File: src/rtl/fifo_rr_arbiter.sv
// rtl/fifo_rr_arbiter.sv - merges NUM_REQ producer streams onto one FIFO write port; FIFO_ARB_FIXED_PRIO_EN selects fixed priority
// One word per grant: IDLE grants, SEND holds the word until taken, RELEASE drops valid for a cycle.
module fifo_rr_arbiter #(
    parameter  int NUM_REQ     = 4,
    parameter  int WORD_LENGTH = 8,
    localparam int GRANT_W     = $clog2(NUM_REQ)
) (
    input  logic                           clk,
    input  logic                           reset,
    input  logic [NUM_REQ*WORD_LENGTH-1:0] req_data,
    input  logic [NUM_REQ-1:0]             req_valid,
    output logic [NUM_REQ-1:0]             req_ready,
    output logic [WORD_LENGTH-1:0]         fifo_data,
    output logic                           fifo_valid,
    input  logic                           fifo_ready,
    output logic [GRANT_W-1:0]             grant_id,
    output logic                           busy
);

    typedef enum logic [1:0] {IDLE, SEND, RELEASE} state_t;

    state_t                   state;
    state_t                   next_state;
    logic [GRANT_W-1:0]       winner;
    logic                     any_valid;
    logic                     grant;
    logic [WORD_LENGTH-1:0]   words [NUM_REQ];

    assign any_valid = |req_valid;
    assign grant     = (state == IDLE) && any_valid;

    always_comb begin
        for (int i = 0; i < NUM_REQ; i++) begin
            words[i] = req_data[i*WORD_LENGTH +: WORD_LENGTH];
        end
    end

`ifdef FIFO_ARB_FIXED_PRIO_EN
    // Descending scan so the lowest active index is the last to write winner.
    always_comb begin
        winner = '0;
        for (int i = NUM_REQ - 1; i >= 0; i--) begin
            if (req_valid[i]) begin
                winner = GRANT_W'(i);
            end
        end
    end
`else
    logic [GRANT_W-1:0] last;

    // Scan offsets from farthest to nearest so the first index after last wins.
    always_comb begin
        winner = '0;
        for (int k = NUM_REQ; k >= 1; k--) begin
            if (req_valid[GRANT_W'((int'(last) + k) % NUM_REQ)]) begin
                winner = GRANT_W'((int'(last) + k) % NUM_REQ);
            end
        end
    end

    always_ff @(posedge clk) begin
        if (reset) begin
            last <= GRANT_W'(NUM_REQ - 1);
        end else if (grant) begin
            last <= winner;
        end
    end
`endif

    always_ff @(posedge clk) begin
        if (reset) begin
            state <= IDLE;
        end else begin
            state <= next_state;
        end
    end

    always_comb begin
        next_state = state;
        case (state)
            IDLE:    if (any_valid) next_state = SEND;
            SEND:    if (fifo_ready) next_state = RELEASE;
            RELEASE: next_state = IDLE;
            default: next_state = IDLE;
        endcase
    end

    always_comb begin
        req_ready = '0;
        if (grant) begin
            req_ready[winner] = 1'b1;
        end
        fifo_valid = (state == SEND);
        busy       = (state != IDLE);
    end

    always_ff @(posedge clk) begin
        if (reset) begin
            fifo_data <= '0;
            grant_id  <= '0;
        end else if (grant) begin
            fifo_data <= words[winner];
            grant_id  <= winner;
        end
    end

endmodule

File: config.mk
export PLATFORM = sky130hd
export DESIGN_NAME = fifo_rr_arbiter
export DESIGN_NICKNAME = d
export VERILOG_FILES = /design/src/rtl/fifo_rr_arbiter.sv
export SDC_FILE = /design/constraint.sdc
export NUM_CORES = 1
export LEC_CHECK = 0
export CORE_AREA = 2 2 57 59
export DETAILED_ROUTE_END_ITERATION = 7
export DIE_AREA = 0 0 59 61
export MAX_ROUTING_LAYER = met4
export PLACE_DENSITY_LB_ADDON = 0.12
export SKIP_CTS_REPAIR_TIMING = 1
export SLEW_MARGIN = 30
export SYNTH_ARGS = -nofsm -noshare
export SYNTH_HDL_FRONTEND = slang
export SYNTH_SLANG_ARGS = --single-unit
File: constraint.sdc
create_clock -name clk -period 1.44 [get_ports clk]
set_input_delay 0.144 -clock clk [delete_from_list [all_inputs] [get_ports clk]]
set_output_delay 0.144 -clock clk [all_outputs]
set_load 0.01 [all_outputs]
# Yosys cells after proc, flatten, opt, wreduce, memory -nomap -nowiden
# Cells that the tools add are included.
# word_totals
output_inout_bits,16
inputBits,39
ff_bits,14
elab_cells,50
# classes
bitwise_logic,1
muxes,25
n_eq_ne,3
n_reduce_logical,6
n_lt_le_gt_ge,7
add_sub_neg,4
# ops
cell,n
8-bit binary-select mux with 2-bit select,1
2-bit by 4-bit less-than comparator with 1-bit output (second input constant),4
8-bit two-way mux,2
2-bit two-way mux,6
1-bit two-way mux,9
1-bit binary-select mux with 2-bit select,4
2-bit by 1-bit adder with 2-bit output (second input constant),2
2-bit adder (second input constant),2
4-bit two-way mux,1
2-bit case mux with 2 select lines,1
4-bit OR reduction,1
3-bit greater-or-equal comparator (second input constant),1
2-bit by 3-bit less-than comparator with 1-bit output (second input constant),1
2-bit inverter with 3-bit output,1
1-bit demux with 2-bit select,1
2-bit by 1-bit == test with 1-bit output (second input constant),1
2-bit by 1-bit greater-or-equal comparator with 1-bit output (second input constant),1
1-bit logical AND,2
2-bit zero test,1
2-bit by 1-bit inequality test with 1-bit output (second input constant),1
2-bit inequality test (second input constant),1
2-bit AND reduction,1
2-bit nonzero test,1

# Logic depth before layout (Yosys ltp)
# Gate-level depths: netlist of the first run.
# logic_depth
word_depth,13
depth_mapped,6
depth_no_buf,5

# Worst setup path after synthesis of the first run
# No wires, ideal clock.
# synth_path
kind,register to register
start,reg last[0]
end,reg fifo_data[5]
setup_time_ns,0.116
required_ns,1.324
setup_slack_ns,-0.146
stages_incl_launch_ff,7
t_arrival_ns,1.470
period_less_slack_ns,1.586
path_buffers,1
cell_sequence,dfxtp_1 > and2b_4 > o21ai_4 > nand3_4 > buf_6 > mux2_4 > o211a_1
# synth_between
elab_chain_cells,12
word_cells_on_any_way,24
cone_classes,add/sub: 4; mux: 19; bitwise: 1
# synth_lines
item,line_no,rtl
"start, declared",49,logic [GRANT_W-1:0] last;
"start signal, assigned",63,last <= GRANT_W'(NUM_REQ - 1);
"start signal, assigned",65,last <= winner;
2-bit by 1-bit adder with 2-bit output,"55, 56",
1-bit binary-select mux with 2-bit select,55,if (req_valid[GRANT_W'((int'(last) + k) % NUM_REQ)]) begin
1-bit two-way mux (not written as such) (2 in series),55,
2-bit two-way mux (3 in series),55,
2-bit two-way mux (*),55,
2-bit inverter with 3-bit output (not written as such) (*),102,fifo_data <= words[winner];
8-bit binary-select mux with 2-bit select (*),102,
8-bit two-way mux (not written as such) (*) (2 in series),102,
"end signal, assigned",102,
"end, declared",13,"output logic [WORD_LENGTH-1:0] fifo_data,"
# Mark *: on every way between the ends. The rest lies on a longest branch, timed or not. The select of a mux whose other input is x is not followed.
# A chain may end at the register's enable or synchronous reset.

# Final worst setup path of the first run
# Ends and elaborated chain as after synthesis.

==> results of run 1 <==
sequential cells by signal, indices dropped and copies added (netlist names):
name / cells
fifo_data: 8
grant_id: 2
last: 2
state: 2
where the power goes:
part | internal [uW] | switching [uW]
combinational | 482 | 302
sequential | 444 | 29.8
clock | 96.7 | 120
total | 1020 | 452
worst max path at each step:
stage | slack (ns) | to | start | depth (start not counted)
after floorplan | -0.11 | fifo_data[5]$_SDFFE_PP0P_ | last[0]$_SDFFE_PP1P_ | 6
after global placement | -0.73 | req_ready[1] | req_valid[1] | 6
after detailed placement | -0.71 | req_ready[1] | req_valid[0] | 6
after CTS | -0.72 | req_ready[3] | req_valid[3] | 6
after global routing | -0.33 | fifo_data[6]$_SDFFE_PP0P_ | last[0]$_SDFFE_PP1P_ | 7
final | -0.27 | fifo_data[5]$_SDFFE_PP0P_ | last[0]$_SDFFE_PP1P_ | 7
placed cells by master, fill, tap and decap left out, types with 3 or more instances in the layout:
cell type,Yosys,routed
clkdlybuf4s50_1,0,44
buf_4,1,17
dfxtp_1,14,12
nand2b_1,8,7
mux2i_1,6,6
dlymetal6s2s_1,0,6
nor2_1,6,5
mux2_2,6,5
o31ai_1,5,5
nand4_1,5,5
a31oi_1,5,5
o211a_1,5,5
o21ai_1,4,4
a21oi_1,4,4
buf_6,1,4
nand2_1,3,3
nand3b_1,3,3
mux2_4,2,3
clkbuf_4,0,3
worst max-delay path: stages, from the launching register on:
cell and delay [ns]:
dfxtp_2 0.35, and2b_4 0.21, o21ai_4 0.18, nand3_4 0.12, buf_12 0.16, buf_8 0.11
mux2_4 0.29, o211a_1 0.19
layout make-up:
cell class	count	area, um2
Timing Repair Buffer	76	738
Tap cell	33	41.3
Multi-Input combinational cell	84	677
Fill cell	287	1190
Clock buffer	3	22.5
Sequential cell	14	283
through the flow:
step / setup TNS (ns) / std cells / power (uW) / worst slack, ns / hold slack [ns]
2_1_floorplan: -0.289 / 102 / 821 / -0.113 / 0.305
3_3_place_gp: -8.42 / 203 / 1180 / -0.727 / 0.453
3_5_place_dp: -8.84 / 203 / 1190 / -0.706 / 0.465
4_1_cts: -5.49 / 206 / 1410 / -0.724 / 0.477
5_1_grt: -3.71 / 210 / 1570 / -0.329 / 0.493
6_report: -2.64 / 210 / 1470 / -0.267 / 0.469
layer usage:
layer  track usage  wire, um  vias up
met4        0.0292        18        0
li1              -         -      535
met2         0.298      1560       33
met3        0.0426       147        2
met5             -         0        -
met1         0.180      1180      485
Yosys cell counts, types with 3 or more instances:
master / instances / area share
a31oi_1: 5 / 0.033
mux2i_1: 6 / 0.064
nand4_1: 5 / 0.033
o31ai_1: 5 / 0.040
a21oi_1: 4 / 0.021
nand2_1: 3 / 0.012
nand2b_1: 8 / 0.053
o211a_1: 5 / 0.053
nor2_1: 6 / 0.024
nand3b_1: 3 / 0.024
dfxtp_1: 14 / 0.30
o21ai_1: 4 / 0.021
mux2_2: 6 / 0.072
logic make-up after synthesis:
logic type,Yosys count,share of synthesized area
simple gates,40,0.266
buf+inv,4,0.0294
flops,14,0.299
compound gates,30,0.237
mux,14,0.168
==> key figures, run 1 <==
Clock network
  • Clock Sinks: 14
  • Clock latency on the worst-skew pair: 0.27 ns
  • Cts bufs inserted: 3
  • CTS max path bufs: 2
  • CTS HTree Levels: 1
  • Worst-path clk slew: 0.08 ns
  • CTS tree: done
  • Clock root cell: clkbuf_4

Floorplanning
  • Die area: 3600 um2
  • IO Pins: 55
  • Initial Util: 0.317
  • FP Rows: 20
  • Height of the die: between 60 and 70 um
  • Core Area: 2950 um2
  • Die X: 59 um

Detailed routing
  • Post-DRT Antenna Nets: 0
  • Drc violations: 0
  • Via/cell ratio: 5.02
  • Vias: 1055
  • Routed WL: 2900 um
  • WL/cell: 13.8 um
  • Initial DRC Count: 23
  • DRT Pass-1 Iters: 4

Power
  • Lkg Pwr: 0.000806 uW
  • Worst vdd ir: ~430 uV
  • Pwr per Cell Area: 837 nW/um2

Placed design
  • Dpl cell area: approximately 1600 um2
  • Port buffer count: 54
  • Final GP Congestion: 0.773
  • Hpwl dp: 2280 um

Cells and area
  • Post-Route Utilization: 0.597
  • Ant diodes: 0
  • P&R area growth vs syn: 88.2%
  • Layout cell share with drive strength beyond 1: 0.299
  • Final #Nets: 218
  • Final Cell Area: 1760 um2

Synthesis
  • Syn Nets: roughly 140
  • Mapped Cells: 102
  • Sequential share of the synthesized area: 0.299
  • Async SR Flop Fraction: 0
  • EDFF count, synth: 0
  • Synth Register Bits: 14
  • Mapped cell area: 936 um2
  • Number of synthesis warnings: 0
  • Post-synth cell types: 36
  • Syn_area_per_cell: 9.18 um2
  • Top FF cell, synth: dfxtp_1

GRT
  • Vias in the first global route: 995
  • First-pass GRT wire length: 4290 um
  • Overflow after GRT: 0
  • Aggregate global-route resource usage: 0.163
  • Largest net degree at the start of global routing: 15
  • Initial antenna violation count: 0

Worst setup path
  • Critical path endpoint category: register
  • Worst R2R Path Depth: 7
  • Worst path arrival time: 1.88 ns
  • Critical Setup Path Class: reg -> reg
  • Crit start category: register
  • Max FO, Critical Path: 4
  • Reg-to-reg critical path endpoint: fifo_data[5]$_SDFFE_PP0P_
  • Flop-to-flop setup slack: -0.27 ns
  • CP required: 1.61 ns
  • Worst r2r src: last[0]$_SDFFE_PP1P_

Timing
  • Final WS setup: -0.267 ns
  • Fin crit period: 1.71 ns
  • Setup-failing EPs final: 13
  • RSZ-0062 raised after global routing: yes
  • Final hold viol count: 0
  • Peak Freq: a little under 0.6 GHz
  • Post-route clock period utilization: 1.19
  • Fin. max-slew vios: 0
  • Max_slew headroom: 0.767
  • Slew at the pin closest to its max-slew limit: approximately 0.35 ns
  • Clk_skew: approximately 0.005 ns

Run status
  • Failing checks: setup timing
  • Outcome: complete, but fails checks

Worst hold path
  • Hold WC Path Type: reg -> reg
  • Worst Hold Launch: grant_id[1]$_SDFFE_PP0P_
  • Worst Hold Path EP: grant_id[1]$_SDFFE_PP0P_
  • Hold path depth: 2

Flow run
  • Max_cap viols: 0
Note: power is estimated with default switching activity, not from simulation.
==> run 2: changes to the inputs <==
--- a/config.mk
+++ b/config.mk
@@ -5,9 +5,9 @@
 export SDC_FILE = /design/constraint.sdc
 export NUM_CORES = 1
 export LEC_CHECK = 0
-export CORE_AREA = 2 2 57 59
+export CORE_AREA = 2 2 54 56
 export DETAILED_ROUTE_END_ITERATION = 7
-export DIE_AREA = 0 0 59 61
+export DIE_AREA = 0 0 56 58
 export MAX_ROUTING_LAYER = met4
 export PLACE_DENSITY_LB_ADDON = 0.12
 export SKIP_CTS_REPAIR_TIMING = 1
==> constraint.sdc (replaced) <==
create_clock -name clk -period 1.6 [get_ports clk]
set_input_delay 0.16 -clock clk [delete_from_list [all_inputs] [get_ports clk]]
set_output_delay 0.16 -clock clk [all_outputs]
set_load 0.01 [all_outputs]
==> run 2 against run 1 <==
- the flow still finishes with violations (setup timing)
- die area fell by 9.8%
- first-iteration DRC count shrank 30%
- worst setup slack improved by 0.16 ns
- sequential power down 9.5%
- combinational power shrank 11%
- global-route usage grew 3.4 points
- via count rose by 5.7%
- worst hold slack lost 0.0021 ns
- critical path type is now reg -> out
- largest cell class unchanged
- largest power group unchanged
==> key figures, run 2 (synthesis results as in run 1) <==
Worst setup path
  • Most used cell, CP: or2_4
  • Max FO, Critical Path: 3 (-1)
  • CP Cell Sequence: or2_4 > or2_4 > buf_6 > nor3_4 > buf_2
  • Critical path endpoint category: output pin
  • CP required: 1.44 ns (-0.17 ns)
  • Crit start category: register
  • Worst path arrival time: 1.54 ns (-0.34 ns)
  • Slowest cell on crit path: dfxtp_1
  • Max stage delay on crit path: 0.32 ns (-0.03 ns)
  • Worst path top cell family by delay: simple AND/OR/NAND/NOR gates
  • Critical Setup Path Class: reg -> out
  • Critical path buffers and inverters: 2 (unchanged)

Cells and area
  • FILL cells: 248 (-14%)
  • Commonest non-fill, non-tap cells in the layout: clkdlybuf4s50_1, buf_4, dfxtp_1
  • Ant diodes: 0 (unchanged)
  • P&R area growth vs syn: 90.4%
  • Commonest non-fill, non-tap cell in the layout: clkdlybuf4s50_1
  • Layout cell share with drive strength beyond 1: 0.346 (+0.0467)
  • Final Cell Area: 1780 um2 (+1.1%)
  • Number of flip-flops in the largest register: 8 (unchanged)
  • Final #Nets: 222 (+1.8%)
  • Largest Register: fifo_data

Detailed routing
  • WL/cell: 14.5 um (+5.0%)
  • Vias: 1115 (+5.7%)
  • Initial DRC Count: 16 (-30%)
  • Routed WL: 3090 um (+6.5%)
  • Drc violations: 0 (unchanged)
  • DRT Pass-1 Iters: 4 (unchanged)
  • Via/cell ratio: 5.23 (+4.2%)
  • Post-DRT Antenna Nets: 0 (unchanged)

GRT
  • First-pass GRT wire length: 4840 um (+13%)
  • Vias in the first global route: 1128 (+13%)
  • Aggregate global-route resource usage: 0.197 (+0.0338)
  • Overflow after GRT: 0 (unchanged)
  • Largest net degree at the start of global routing: 15 (unchanged)
  • Initial antenna violation count: 0 (unchanged)

Floorplanning
  • IO Pins: 55 (unchanged)
  • FP Rows: 19 (-5.0%)
  • Die X: 56 um (-5.1%)
  • Die area: 3250 um2 (-9.8%)
  • Core Area: 2660 um2 (-9.8%)
  • Height of the die: 58 um (-4.9%)
  • Initial Util: 0.352 (+0.0346)

Power
  • Lkg Pwr: 0.000803 uW (-0.47%)
  • Sequential power share: 0.307 (-0.014)
  • Combinational fraction of design power: 0.500 (-0.032)
  • Switching portion of total power: 0.313 (+0.00685)
  • Clock power share: 0.193 (+0.046)
  • Net Sw Power: 437 uW (-3.1%)
  • Total power: 1400 uW (-5.3%)
  • Pint: 959 uW (-6.2%)
  • Worst vdd ir: 627 uV (+44%)
  • Pwr per Cell Area: 784 nW/um2 (-6.3%)

Timing
  • Max_slew headroom: 0.809 (+0.0421)
  • Final hold viol count: 0 (unchanged)
  • Final WS setup: -0.102 ns (+0.165 ns)
  • Slew at the pin closest to its max-slew limit: 0.286 ns (-0.0631 ns)
  • RSZ-0062 raised after global routing: yes
  • Fin. max-slew vios: 0 (unchanged)
  • Fin crit period: 1.70 ns
  • Clk_skew: 0.00419 ns (-0.000824 ns)
  • Peak Freq: 0.588 GHz
  • Post-route clock period utilization: 1.06
  • Setup-failing EPs final: 12 (-1)

Placed design
  • Hpwl dp: 2380 um (+4.6%)
  • Dpl cell area: 1660 um2 (+2.0%)
  • Port buffer count: 54 (unchanged)
  • Final GP Congestion: 0.972 (+26%)

Clock network
  • Clock latency on the worst-skew pair: 0.29 ns (+0.02 ns)
  • CTS tree: done
  • Worst-path clk slew: 0.09 ns (about the same)
  • Cts bufs inserted: 3 (unchanged)
  • Clock root cell: clkbuf_4
  • CTS max path bufs: 2 (unchanged)
  • Clock Sinks: 14 (unchanged)
  • CTS HTree Levels: 1 (unchanged)

Worst hold path
  • Hold WC Path Type: reg -> reg

Flow run
  • Max_cap viols: 0 (unchanged)

Run status
  • Outcome: complete, but fails checks
  • Failing checks: setup timing
-- run 2: cell count changes in the layout (fill, tap and decap cells not counted), sizes merged --
| cell | before | now |
|---|---|---|
| clkbuf | 5 | 7 |
| dlymetal6s2s | 6 | 4 |
| clkdlybuf4s50 | 44 | 46 |
| buf | 24 | 27 |
-- run 2: area by class of cell --
type                       instances  area, um2  share of cell area
timing repair buffer              80        729               0.409
clock buffer                       4       36.3              0.0204
multi-input combinational         84        693               0.389
sequential                        14        284               0.159
tap                               31       38.8              0.0218
-- run 2: final timing paths --
| kind | to | slack (ns) | start | cells after the start |
|---|---|---|---|---|
| hold / removal | grant_id[1]$_SDFFE_PP0P_ | 0.47 | grant_id[1]$_SDFFE_PP0P_ | 2 |
| setup reg to reg | fifo_data[0]$_SDFFE_PP0P_ | -0.07 | last[0]$_SDFFE_PP1P_ | 7 |
| hold reg to reg | grant_id[1]$_SDFFE_PP0P_ | 0.47 | grant_id[1]$_SDFFE_PP0P_ | 2 |
| setup / recovery | req_ready[0] | -0.10 | state[0]$_SDFFE_PP0P_ | 5 |
-- run 2: stage by stage --
stage          hold WS, ns  TNS, ns  setup slack [ns]   util  instances
4_1_cts              0.466    -3.34            -0.658  0.637        210
2_1_floorplan        0.321        0            0.0141      -        102
3_5_place_dp         0.453    -6.33            -0.639  0.624        206
6_report             0.467   -0.608            -0.102  0.669        213
5_1_grt              0.480    -1.66            -0.169  0.669        213
3_3_place_gp         0.448    -5.63            -0.587  0.624        206
-- run 2: tightest hold or removal path, cell delays in order (launching register included) --
cell and delay, ns:
dfxtp_1 0.32, nand2_1 0.05, a21oi_1 0.05
-- run 2: per-layer routing --
| layer | wire length (um) | share of wire | GRT usage | vias up |
|---|---|---|---|---|
| met2 | 1600 | 0.52 | 0.346 | 45 |
| met4 | 72 | 0.023 | 0.0714 | 0 |
| met1 | 1220 | 0.39 | 0.210 | 513 |
| met5 | 0 | 0 | - | - |
| li1 | - | - | - | 549 |
| met3 | 200 | 0.065 | 0.0603 | 8 |
-- run 2: power by group through the flow --
stage	clock, uW	combinational, uW	sequential [uW]
finish	270	698	428
global route	294	755	434
CTS	275	658	425
detailed placement	0	654	433
global placement	0	643	429
floorplan	0	288	449
==> run 3: changes to the inputs <==
--- a/config.mk
+++ b/config.mk
@@ -5,7 +5,9 @@
 export SDC_FILE = /design/constraint.sdc
 export NUM_CORES = 1
 export LEC_CHECK = 0
+export ABC_CLOCK_PERIOD_IN_PS = 1600
 export CORE_AREA = 2 2 54 56
+export CTS_BUF_LIST = sky130_fd_sc_hd__clkbuf_16
 export DETAILED_ROUTE_END_ITERATION = 7
 export DIE_AREA = 0 0 56 58
 export MAX_ROUTING_LAYER = met4
==> run 3 against run 2 <==
- the flow still finishes with violations (setup timing)
- first-iteration DRC count up 50%
- final area rose by 2.0%
- die area unchanged
- sequential power about the same
- core utilization grew 1.3 points
- power is 15% higher
==> key figures, run 3 (synthesis results as in run 1) <==
Worst setup path
  • Critical path endpoint category: output pin
  • Max stage delay on crit path: 0.30 ns (-0.02 ns)
  • Critical Setup Path Class: reg -> out
  • Critical path buffers and inverters: 2 (unchanged)
  • Slowest cell on crit path: dfxtp_1
  • Crit start category: register
  • CP Cell Sequence: or2_4 > or2_4 > buf_6 > nor3_4 > buf_2
  • Most used cell, CP: or2_4
  • Worst path arrival time: 1.49 ns (-0.05 ns)
  • Worst path top cell family by delay: simple AND/OR/NAND/NOR gates
  • Max FO, Critical Path: 3 (unchanged)
  • CP required: 1.44 ns (about the same)

Timing
  • Post-route clock period utilization: 1.03 (-0.0352)
  • Fin crit period: 1.65 ns (-0.0563 ns)
  • Max_slew headroom: 0.815 (+0.00600)
  • Setup_tns: -0.232 ns (+0.376 ns)
  • Final WS setup: -0.0453 ns (+0.0563 ns)
  • Worst hold slack: 0.473 ns (+0.00652 ns)
  • Setup-failing EPs final: 8 (-4)
  • RSZ-0062 raised after global routing: yes
  • Peak Freq: 0.608 GHz (+3.4%)
  • Fin. max-slew vios: 0 (unchanged)
  • Clk_skew: 0.00215 ns (-0.00204 ns)
  • Final hold viol count: 0 (unchanged)
  • Slew at the pin closest to its max-slew limit: 0.275 ns (-0.0108 ns)

Cells and area
  • Number of flip-flops in the largest register: 8 (unchanged)
  • Final #Nets: 221 (-0.45%)
  • FILL cells: 235 (-5.2%)
  • Multi-input gate area in the final layout: 678 um2 (-2.2%)
  • Final Instance Count excl. Fillers: 212 (-0.47%)
  • Storage element area: 284 um2 (unchanged)
  • Layout cell share with drive strength beyond 1: 0.320 (-0.0257)
  • Ant diodes: 0 (unchanged)
  • Largest Register: fifo_data
  • Commonest non-fill, non-tap cell in the layout: clkdlybuf4s50_1
  • P&R area growth vs syn: 94.1%
  • Commonest non-fill, non-tap cells in the layout: clkdlybuf4s50_1, buf_4, dfxtp_1

GRT
  • Largest net degree at the start of global routing: 15 (unchanged)
  • Initial antenna violation count: 0 (unchanged)
  • Aggregate global-route resource usage: 0.202 (+0.00494)
  • First-pass GRT wire length: 4970 um (+2.6%)
  • Overflow after GRT: 0 (unchanged)
  • Vias in the first global route: 1129 (+0.089%)

Detailed routing
  • Initial DRC Count: 24 (+8)
  • Max Used Layer: met4
  • WL met2: 1550 um (-3.2%)
  • WL met1: 1250 um (+2.7%)
  • Drc violations: 0 (unchanged)
  • Vias: 1086 (-2.6%)
  • Post-DRT Antenna Nets: 0 (unchanged)
  • Metal3 WL: 198 um (-1.0%)
  • Via/cell ratio: 5.12 (-2.1%)
  • Routed WL: 3050 um (-1.4%)
  • WL/cell: 14.4 um (-0.89%)
  • DRT Pass-1 Iters: 4 (unchanged)

Worst hold path
  • Hold WC Path Type: reg -> reg

Clock network
  • Clock latency on the worst-skew pair: 0.24 ns (-0.05 ns)
  • Clock root cell: clkbuf_16
  • Worst-path clk slew: 0.05 ns (-0.04 ns)
  • CTS HTree Levels: 1 (unchanged)
  • CTS tree: done
  • Clock Sinks: 14 (unchanged)
  • Cts bufs inserted: 3 (unchanged)
  • CTS max path bufs: 2 (unchanged)

Power
  • Clock power share: 0.301 (+0.108)
  • Switching portion of total power: 0.282 (-0.0312)
  • Pwr per Cell Area: 883 nW/um2 (+13%)
  • Worst vdd ir: 825 uV (+32%)
  • Sequential power share: 0.268 (-0.039)
  • Pint: 1150 uW (+20%)
  • Total power: 1600 uW (+15%)
  • Net Sw Power: 452 uW (+3.4%)
  • Lkg Pwr: 0.000824 uW (+2.6%)
  • Combinational fraction of design power: 0.432 (-0.068)

Run status
  • Outcome: complete, but fails checks
  • Failing checks: setup timing

Floorplanning
  • Initial Util: 0.352 (unchanged)
  • Height of the die: 58 um (unchanged)
  • FP Rows: 19 (unchanged)
  • IO Pins: 55 (unchanged)
  • Die X: 56 um (unchanged)
  • Core Area: 2660 um2 (unchanged)
  • Die area: 3250 um2 (unchanged)

Placed design
  • Final GP Congestion: 0.972 (unchanged)
  • Hpwl dp: 2380 um (unchanged)
  • Port buffer count: 54 (unchanged)
  • Dpl ws: -0.639 ns (unchanged)
  • Inst Count DP: 206 (unchanged)

Flow run
  • Max_cap viols: 0 (unchanged)
run 3: cell types whose count changed in the layout (fill, tap and decap cells not counted), moves of 2 or more:
cell	before	now
buf_4	25	22
buf_6	1	3
clkbuf_16	0	3
clkbuf_4	3	0
nor2_1	3	5
run 3: worst register-to-register path: stages, from the launching register on:
cell	delay (ns)
dfxtp_2	0.34
and2b_4	0.21
o21ai_4	0.18
nand3_4	0.15
buf_6	0.17
mux2_4	0.28
o211a_1	0.21
run 3: per-stage QoR:
step / area (um2) / util
after floorplan: 936 / -
after global placement: 1660 / 0.624
after detailed placement: 1660 / 0.624
after CTS: 1740 / 0.653
after global routing: 1820 / 0.682
final: 1820 / 0.682
run 3: layout make-up:
cell class,count,share of cell area
Clock buffer,3,0.0413
Clock inverter,1,0.00207
Multi-Input combinational cell,84,0.373
Sequential cell,14,0.156
Tap cell,31,0.0213
Timing Repair Buffer,79,0.406
run 3: final timing paths:
| kind | slack (ns) | start | endpoint | depth (start not counted) |
|---|---|---|---|---|
| setup / recovery | -0.05 | state[0]$_SDFFE_PP0P_ | req_ready[0] | 5 |
| setup reg to reg | -0.04 | last[0]$_SDFFE_PP1P_ | fifo_data[5]$_SDFFE_PP0P_ | 6 |
| hold reg to reg | 0.47 | grant_id[1]$_SDFFE_PP0P_ | grant_id[1]$_SDFFE_PP0P_ | 2 |
| hold / removal | 0.47 | grant_id[1]$_SDFFE_PP0P_ | grant_id[1]$_SDFFE_PP0P_ | 2 |
run 3: layer usage:
metal,vias to the layer above,track usage
met1,492,0.213
met2,41,0.365
met3,6,0.0603
li1,547,-
met5,-,-
met4,0,0.0612
run 3: power groups by stage:
stage | registers (uW) | clock network, uW | logic, uW
floorplan | 449 | 0 | 288
global placement | 429 | 0 | 643
detailed placement | 433 | 0 | 654
CTS | 426 | 489 | 660
global route | 436 | 511 | 747
finish | 430 | 482 | 692
